$ cat src/rtl/pixel_req_server.sv
// Source end of the get3 pixel-request conduit: each reqclk rising edge fetches the next raster pixel.
// Optional PIX_TEST_PATTERN_EN adds test_en, replacing frame-store reads with 8 vertical colour bars.
module pixel_req_server #(
    parameter int unsigned H_ACTIVE = 640,
    parameter int unsigned V_ACTIVE = 480,
    parameter int unsigned ADDR_W   = 19,
    parameter int unsigned RD_LAT   = 2
) (
    input  logic                clk_clk,
    input  logic                reset_reset_n,
`ifdef PIX_TEST_PATTERN_EN
    input  logic                test_en,
`endif
    input  logic                reqclk,
    input  logic                frame_sw0,
    input  logic                frame_sw1,
    output logic                mem_rd,
    output logic [ADDR_W+1:0]   mem_addr,
    input  logic [23:0]         mem_rdata,
    output logic [7:0]          pix_r,
    output logic [7:0]          pix_g,
    output logic [7:0]          pix_b,
    output logic [10:0]         pix_x,
    output logic [10:0]         pix_y,
    output logic                pix_sw,
    output logic [7:0]          ovf_cnt
);

    localparam int unsigned COORD_W = 11;
    localparam int unsigned CNT_W   = 3;
    localparam int unsigned RGB_W   = 24;

    localparam logic [1:0] ST_IDLE    = 2'd0;
    localparam logic [1:0] ST_FETCH   = 2'd1;
    localparam logic [1:0] ST_PRESENT = 2'd2;

    logic [1:0]         state_q,   state_d;
    logic [CNT_W-1:0]   cnt_q,     cnt_d;
    logic               req_q;
    logic               pending_q, pending_d;
    logic [COORD_W-1:0] x_q,       x_d;
    logic [COORD_W-1:0] y_q,       y_d;
    logic [ADDR_W-1:0]  offset_q,  offset_d;
    logic [1:0]         bank_q,    bank_d;
    logic [RGB_W-1:0]   rdata_q,   rdata_d;
    logic               mem_rd_q,  mem_rd_d;
    logic [ADDR_W+1:0]  mem_addr_q, mem_addr_d;
    logic [RGB_W-1:0]   pix_rgb_q, pix_rgb_d;
    logic [COORD_W-1:0] pix_x_q,   pix_x_d;
    logic [COORD_W-1:0] pix_y_q,   pix_y_d;
    logic               pix_sw_q,  pix_sw_d;
    logic [7:0]         ovf_q,     ovf_d;
    logic               req_c;
    logic               tp_c;
    logic [RGB_W-1:0]   present_rgb_c;

`ifdef PIX_TEST_PATTERN_EN
    logic               tp_q, tp_d;
    logic [2:0]         bar_c;

    assign tp_c  = test_en;
    assign bar_c = 3'((32'(x_q) * 32'd8) / H_ACTIVE);
    assign present_rgb_c = tp_q ? {{8{bar_c[2]}}, {8{bar_c[1]}}, {8{bar_c[0]}}} : rdata_q;
`else
    assign tp_c          = 1'b0;
    assign present_rgb_c = rdata_q;
`endif

    assign req_c = reqclk & ~req_q;

    // Next-state, pending/overflow bookkeeping and registered output values
    always_comb begin
        state_d    = state_q;
        cnt_d      = cnt_q;
        pending_d  = pending_q;
        x_d        = x_q;
        y_d        = y_q;
        offset_d   = offset_q;
        bank_d     = bank_q;
        rdata_d    = rdata_q;
        mem_rd_d   = 1'b0;
        mem_addr_d = mem_addr_q;
        pix_rgb_d  = pix_rgb_q;
        pix_x_d    = pix_x_q;
        pix_y_d    = pix_y_q;
        pix_sw_d   = pix_sw_q;
        ovf_d      = ovf_q;
`ifdef PIX_TEST_PATTERN_EN
        tp_d       = tp_q;
`endif

        // A new edge while busy is queued once; any further edge is counted as dropped
        if (req_c && state_q != ST_IDLE) begin
            if (pending_q) begin
                if (ovf_q != 8'hFF) ovf_d = ovf_q + 8'd1;
            end else begin
                pending_d = 1'b1;
            end
        end

        case (state_q)
            ST_IDLE: begin
                if (req_c || pending_q) begin
                    state_d    = ST_FETCH;
                    pending_d  = 1'b0;
                    cnt_d      = '0;
                    mem_rd_d   = ~tp_c;
                    mem_addr_d = {bank_q, offset_q};
                    pix_sw_d   = 1'b0;
`ifdef PIX_TEST_PATTERN_EN
                    tp_d       = tp_c;
`endif
                end
            end
            ST_FETCH: begin
                if (cnt_q == CNT_W'(RD_LAT)) begin
                    rdata_d = mem_rdata;
                    state_d = ST_PRESENT;
                end else begin
                    cnt_d = cnt_q + CNT_W'(1);
                end
            end
            ST_PRESENT: begin
                pix_rgb_d = present_rgb_c;
                pix_x_d   = x_q;
                pix_y_d   = y_q;
                pix_sw_d  = 1'b1;
                state_d   = ST_IDLE;
                // Bank select is only re-sampled when the frame wraps
                if (x_q == COORD_W'(H_ACTIVE - 1)) begin
                    x_d = '0;
                    if (y_q == COORD_W'(V_ACTIVE - 1)) begin
                        y_d      = '0;
                        offset_d = '0;
                        bank_d   = {frame_sw1, frame_sw0};
                    end else begin
                        y_d      = y_q + COORD_W'(1);
                        offset_d = offset_q + ADDR_W'(1);
                    end
                end else begin
                    x_d      = x_q + COORD_W'(1);
                    offset_d = offset_q + ADDR_W'(1);
                end
            end
            default: state_d = ST_IDLE;
        endcase
    end

    always_ff @(posedge clk_clk or negedge reset_reset_n) begin
        if (!reset_reset_n) begin
            state_q    <= ST_IDLE;
            cnt_q      <= '0;
            req_q      <= 1'b0;
            pending_q  <= 1'b0;
            x_q        <= '0;
            y_q        <= '0;
            offset_q   <= '0;
            bank_q     <= '0;
            rdata_q    <= '0;
            mem_rd_q   <= 1'b0;
            mem_addr_q <= '0;
            pix_rgb_q  <= '0;
            pix_x_q    <= '0;
            pix_y_q    <= '0;
            pix_sw_q   <= 1'b0;
            ovf_q      <= '0;
`ifdef PIX_TEST_PATTERN_EN
            tp_q       <= 1'b0;
`endif
        end else begin
            state_q    <= state_d;
            cnt_q      <= cnt_d;
            req_q      <= reqclk;
            pending_q  <= pending_d;
            x_q        <= x_d;
            y_q        <= y_d;
            offset_q   <= offset_d;
            bank_q     <= bank_d;
            rdata_q    <= rdata_d;
            mem_rd_q   <= mem_rd_d;
            mem_addr_q <= mem_addr_d;
            pix_rgb_q  <= pix_rgb_d;
            pix_x_q    <= pix_x_d;
            pix_y_q    <= pix_y_d;
            pix_sw_q   <= pix_sw_d;
            ovf_q      <= ovf_d;
`ifdef PIX_TEST_PATTERN_EN
            tp_q       <= tp_d;
`endif
        end
    end

    assign mem_rd   = mem_rd_q;
    assign mem_addr = mem_addr_q;
    assign pix_r    = pix_rgb_q[23:16];
    assign pix_g    = pix_rgb_q[15:8];
    assign pix_b    = pix_rgb_q[7:0];
    assign pix_x    = pix_x_q;
    assign pix_y    = pix_y_q;
    assign pix_sw   = pix_sw_q;
    assign ovf_cnt  = ovf_q;

endmodule

$ cat config.mk
export PLATFORM = sky130hd
export DESIGN_NAME = pixel_req_server
export DESIGN_NICKNAME = d
export VERILOG_FILES = /design/src/rtl/pixel_req_server.sv
export SDC_FILE = /design/constraint.sdc
export NUM_CORES = 1
export LEC_CHECK = 0
export BUFFER_PORTS_ARGS = -buffer_cell sky130_fd_sc_hd__buf_2
export CELL_PAD_IN_SITES_DETAIL_PLACEMENT = 1
export CELL_PAD_IN_SITES_GLOBAL_PLACEMENT = 2
export CORE_ASPECT_RATIO = 0.9
export CORE_MARGIN = 3
export CORE_UTILIZATION = 33
export DETAILED_ROUTE_END_ITERATION = 10
export PLACE_DENSITY_LB_ADDON = 0.08
export SYNTH_ARGS = -nofsm -noshare
export SYNTH_HDL_FRONTEND = slang
export SYNTH_SLANG_ARGS = --single-unit
$ cat constraint.sdc
create_clock -name clk_clk -period 1.7 [get_ports clk_clk]
set_input_delay 0.255 -clock clk_clk [delete_from_list [all_inputs] [get_ports clk_clk]]
set_output_delay 0.255 -clock clk_clk [all_outputs]
set_load 0.02 [all_outputs]
Word level (Yosys, flattened, before mapping) --
Cells that the tools add are included.
Storage, ports and cells: bits in registers 151, output and inout bits 77, input bits 29
Operators by class: reductions and logical operators 14, $add $sub $neg 5, bitwise logic cells 2, multiplexer cells 17, equal/unequal tests 9
Operators with widths (number):
- 19-bit 2-to-1 mux | 2
- 11-bit by 1-bit adder with 11-bit output, second input constant | 2
- 11-bit 2-to-1 mux | 2
- 19-bit by 1-bit adder with 19-bit output, second input constant | 1
- 11-bit by 10-bit == test with 1-bit output, second input constant | 1
- 11-bit by 9-bit == test with 1-bit output, second input constant | 1
- 2-bit AND reduction | 5
- 3-bit AND reduction | 3
- 8-bit by 1-bit adder with 8-bit output, second input constant | 1
- 8-bit inequality test, second input constant | 1
- 1-bit 2-to-1 mux | 6
- 3-bit 2-to-1 mux | 2
- 2-bit inequality test, second input constant | 3
- 3-bit one-hot mux with 2 select lines | 1
- 2-bit nonzero test | 3
- 2-bit 2-to-1 mux | 2
- 2-bit one-hot mux with 2 select lines | 1
- 3-bit by 1-bit adder with 3-bit output, second input constant | 1
- 3-bit by 2-bit == test with 1-bit output, second input constant | 1
- 2-bit by 1-bit == test with 1-bit output, second input constant | 1
- 2-bit == test, second input constant | 1
- 2-bit zero test | 1
- 1-bit one-hot mux with 2 select lines | 1
- 1-bit AND | 1
- other kinds (3) | 3

Longest topological paths before layout --
depth after elaboration 6, mapped depth 7

Least setup slack after synthesis --
No wires, ideal clock.
path type register -> register, start point register ovf_q[0] (netlist: ovf_cnt[0]), end point register ovf_q[1] (netlist: ovf_cnt[1]), cell stages (with the launch flop) 5, arrival 1.638 ns, path slack -0.062 ns, period minus slack after synthesis 1.762 ns, path through dfrtp_1 ha_1 and3_1 a21boi_0 mux2_2
On the way: cells in the longest elaborated chain, start to end 2, elaborated cells between the ends (all ways) 3, those cells by class add/sub (1); eq/ne (1); reduce/logical (1)
Ends and longest elaborated chain:
- start, declared | line 52 | logic [7:0] ovf_q, ovf_d;
- start signal, assigned | line 186 | ovf_q <= ovf_d;
- parallel branches: the longest is 2 deep, another holds 8-bit by 1-bit adder with 8-bit output
Parallel ways; which one is timed is not known. A chain may end at the register's enable or synchronous reset.

Worst setup path after layout --
start point register x_q[10], end point register y_q[7]
On the way: cells in the longest elaborated chain, start to end 2
Ends and longest elaborated chain:
- start, declared | line 41 | logic [COORD_W-1:0] x_q, x_d;
- start signal, assigned | line 155 | x_q <= '0;
- start signal, assigned | line 175 | x_q <= x_d;
- 11-bit by 10-bit == test with 1-bit output | line 130 | if (x_q == COORD_W'(H_ACTIVE - 1)) begin
- 2-bit AND reduction (no source line)
- end signal, assigned | line 176 | y_q <= y_d;
- end, declared | line 42 | logic [COORD_W-1:0] y_q, y_d;
No other way between the ends.

==> metrics.md <==
| Metric | Value |
|---|---|
| Synth area leaders | dfrtp_1 (60%), nand2_1 (9.8%), mux2_2 (8.6%) |
| Drt pass-1 iters | 4 |
| End of the worst register-to-register path | y_q[7]$_DFFE_PN0P_ |
| Worst reg-to-reg setup slack | 0.05 ns |
| Most frequent cells in the layout | nand2_1 (164), dfrtp_1 (147), buf_2 (105) |
| CP Class | reg -> reg |
| Status | finished, final reports clean |
| Reg2reg start | x_q[10]$_DFFE_PN0P_ |
| Port Buffers | 105 |
| Area growth from synthesis to layout | 33.8% |
| WP depth | 5 |
| Worst setup endpoint | y_q[7]$_DFFE_PN0P_ |
| Most common cell after layout, fill and taps aside | nand2_1 |
| Total power | 12.5 mW |
| Clock skew | 0.00845 ns |
| GR Layer Usage met1 | 21.5% |
| Most Used Layer, Global Route | met2 |
| Vias in the first global route | 5202 |
| Vias per std cell | 4.80 |
| Drt first-iter violations | 183 |
| FF/Latch Area | 0.00378 mm^2 |
| Top delay family on crit path | simple AND/OR/NAND/NOR gates |
| Fin crit period | 1.65 ns |
| Sink Count | 151 |
| Total GRT Usage | 16.5% |
| Slew @ Worst Pin | 0.451 ns |
| Setup violations, final | 0 |
| Met2 track demand over resource | 27.1% |
| Setup TNS | 0 ns |
| Worst IR Drop VDD | 0.588 mV |
| Hold Slack | 0.0595 ns |
| Top-Level Pins | 106 |
| Net Count, Synth | 607 |
| Cells after synthesis | 572 |
| Share of the synthesized area in the top cell type | 60.0% |
| Cell leakage power | 4.36 nW |
| Area of placed instances | 0.00758 mm^2 |
| Final Hold Fails | 0 |
| Hold Path Cell Cnt | 2 |
| Global route overflow | 0 |
| Critical-path maximum fanout | 5 |
| Worst endpoint data arrival time | 2.00 ns |
| Antenna viol nets, final | 0 |
| Routability cong. | 0.805 |
| Nets | 783 |
| Inst Count DP | 964 |
| Design area | 0.00842 mm^2 |
| Layout cells sized above 1 | 37.5% |
| Fmax | 607 MHz |
| WL per Instance | 16.6 um |
| Path depth of the worst reg2reg path | 5 |
| Flops & latches, synth | 151 |
| Mean post-synth cell area | 11.0 um^2 |
| Chip width | 152 um |
| Startpoint Class | register |
| Hold crit path type | in -> reg |
| Tcrit/Tclk final | 96.9% |
| GRT met3 Usage | 4.37% |
| Root Buffer | clkbuf_16 |
| Global-route wire length before repair | 26800 um |
| Initial antenna violation count | 0 |
| N_diodes | 0 |
| Post-synthesis sequential area ratio | 60.0% |
| Final Non-Filler Cells | 1005 |
| Via count | 4829 |
| Clock Path Buffers | 2 |
| Slew Limit Headroom | 69.9% |
| Routed wire length | 16700 um |
| Critical-path cell list | and4bb_2, nand4_1, buf_6, or4_1, a21oi_1 |
| Required @ worst endpoint | 2.05 ns |
| Post-Syn Area | 0.00630 mm^2 |
| Die height | 137 um |
| Core box area | 0.0186 mm^2 |
| Detailed Place HPWL | 11500 um |
| Post-synth EDFFs | 0 |
| Largest net degree at the start of global routing | 52 |
| Util after Layout | 45.3% |
| Detailed-route DRC error count | 0 |
| Slew Limit Fails | 0 |
| Place WS | -0.00413 ns |
| CP startpoint | x_q[10]$_DFFE_PN0P_ |
| Die Area | 0.0208 mm^2 |
| RSZ-0062 raised after global routing | yes |
| TritonCTS Buffers | 17 |
| Asr flop ratio synth | 100% |
| Area leader, netlist | dfrtp_1 |
| CTS tree | done |
| Initial cell density of the core | 33.9% |
| Crit. End Element | register |
| Footprint of the multi-input gates | 0.00247 mm^2 |
| Yosys cell types | 46 |
| Warnings from Yosys | 0 |
| Clk_lat worst skew | 0.42 ns |
| Row count | 47 |
| H-tree levels | 4 |
| Maxcap violations | 0 |
| Slowest CP cell | or4_1 |
| Post-synth top flop | dfrtp_1 |
| CP peak stage delay | 0.47 ns |
| Power per cell area | 1490 mW/mm^2 |
| Layout fillers | 2121 |
| Final worst slack | 0.0535 ns |
| WP buf/inv | 1 |
| CTS clock-pin slew for the worst setup and hold paths | 0.07 ns |
==> cell usage after synthesis, drive strengths merged, types with 11 or more instances <==
| master | number |
|---|---|
| dfrtp | 151 |
| o21ai | 17 |
| nand2 | 164 |
| a21oi | 11 |
| nand4 | 12 |
| nor2 | 20 |
| xor2 | 14 |
| xnor2 | 11 |
| buf | 13 |
| mux2 | 48 |
| nand3 | 21 |
| and3 | 11 |
==> power breakdown <==
part           switching (mW)  internal, mW  total (mW)
Sequential              0.558          4.48        5.04
Clock                    1.52          2.72        4.24
Combinational            1.85          1.40        3.25
==> worst reg2reg max path: cells and delay by family, from the launching register on <==
kind / cells / cell delay (ns)
AND/OR/NAND/NOR: 3 / 0.90
buffers and inverters: 1 / 0.16
AO/OA/AOI/OAI: 1 / 0.14
flip-flops: 1 / 0.38
==> registers in the layout (all words and copies together), names as in the netlist <==
name and count:
pix_rgb_q 24, bank_q 2, y_q 11, req_q 1, state_q 2, present_rgb_c 24
offset_q 19, pix_sw 1, pending_q 1, mem_rd 1, ovf_cnt 8, pix_x 11
cnt_q 3, pix_y 11, x_q 11, mem_addr 21
==> worst min path at each step <==
| stage | start | to | slack, ns |
|---|---|---|---|
| 2_1_floorplan | reset_reset_n | bank_q[0]$_DFFE_PN0P_ | -0.04 |
| 3_3_place_gp | reset_reset_n | mem_addr[19]$_DFFE_PN0P_ | 0.20 |
| 3_5_place_dp | reset_reset_n | mem_addr[20]$_DFFE_PN0P_ | 0.21 |
| 4_1_cts | mem_rdata[22] | present_rgb_c[22]$_DFFE_PN0P_ | 0.04 |
| 5_1_grt | mem_rdata[0] | present_rgb_c[0]$_DFFE_PN0P_ | 0.04 |
| 6_report | mem_rdata[0] | present_rgb_c[0]$_DFFE_PN0P_ | 0.06 |
==> metal layers <==
| layer | share of wire (%) | up-vias |
|---|---|---|
| met5 | 0 | - |
| met4 | 1.3 | 0 |
| met1 | 46 | 2442 |
| li1 | - | 2294 |
| met2 | 49 | 77 |
| met3 | 3.9 | 16 |
==> area by class of cell <==
class	count	share of cell area (%)
repair buffers	180	14.0
clock buffers	20	5.54
multi-input cells	394	29.4
clock inverters	11	2.33
inverters	4	0.178
well taps	245	3.64
flip-flops and latches	151	44.9
==> cells by family (layout without fill, tap and decap cells) <==
kind of cell / count (synthesis) / count (layout) / share of synthesized area (%)
AO/OA/AOI/OAI: 40 / 40 / 3.68
XOR/XNOR: 25 / 25 / 3.48
adder cells (fa/ha/maj): 6 / 6 / 1.19
buffers and inverters: 27 / 215 / 2.01
flip-flops: 151 / 151 / 60.0
multiplexers: 52 / 52 / 9.22
AND/OR/NAND/NOR: 271 / 271 / 20.4
==> repair_timing <==
action | 4_1_cts | 5_1_grt
pin swaps | 1 | 12
hold endpoints to repair | 38 | 0
buffers inserted | 1 | 5
setup endpoints to repair | 5 | 25
resized for setup | 2 | 22
hold buffers | 2 | 0
gates cloned | 0 | 2
No activity file was read; power rests on OpenSTA's default activity.
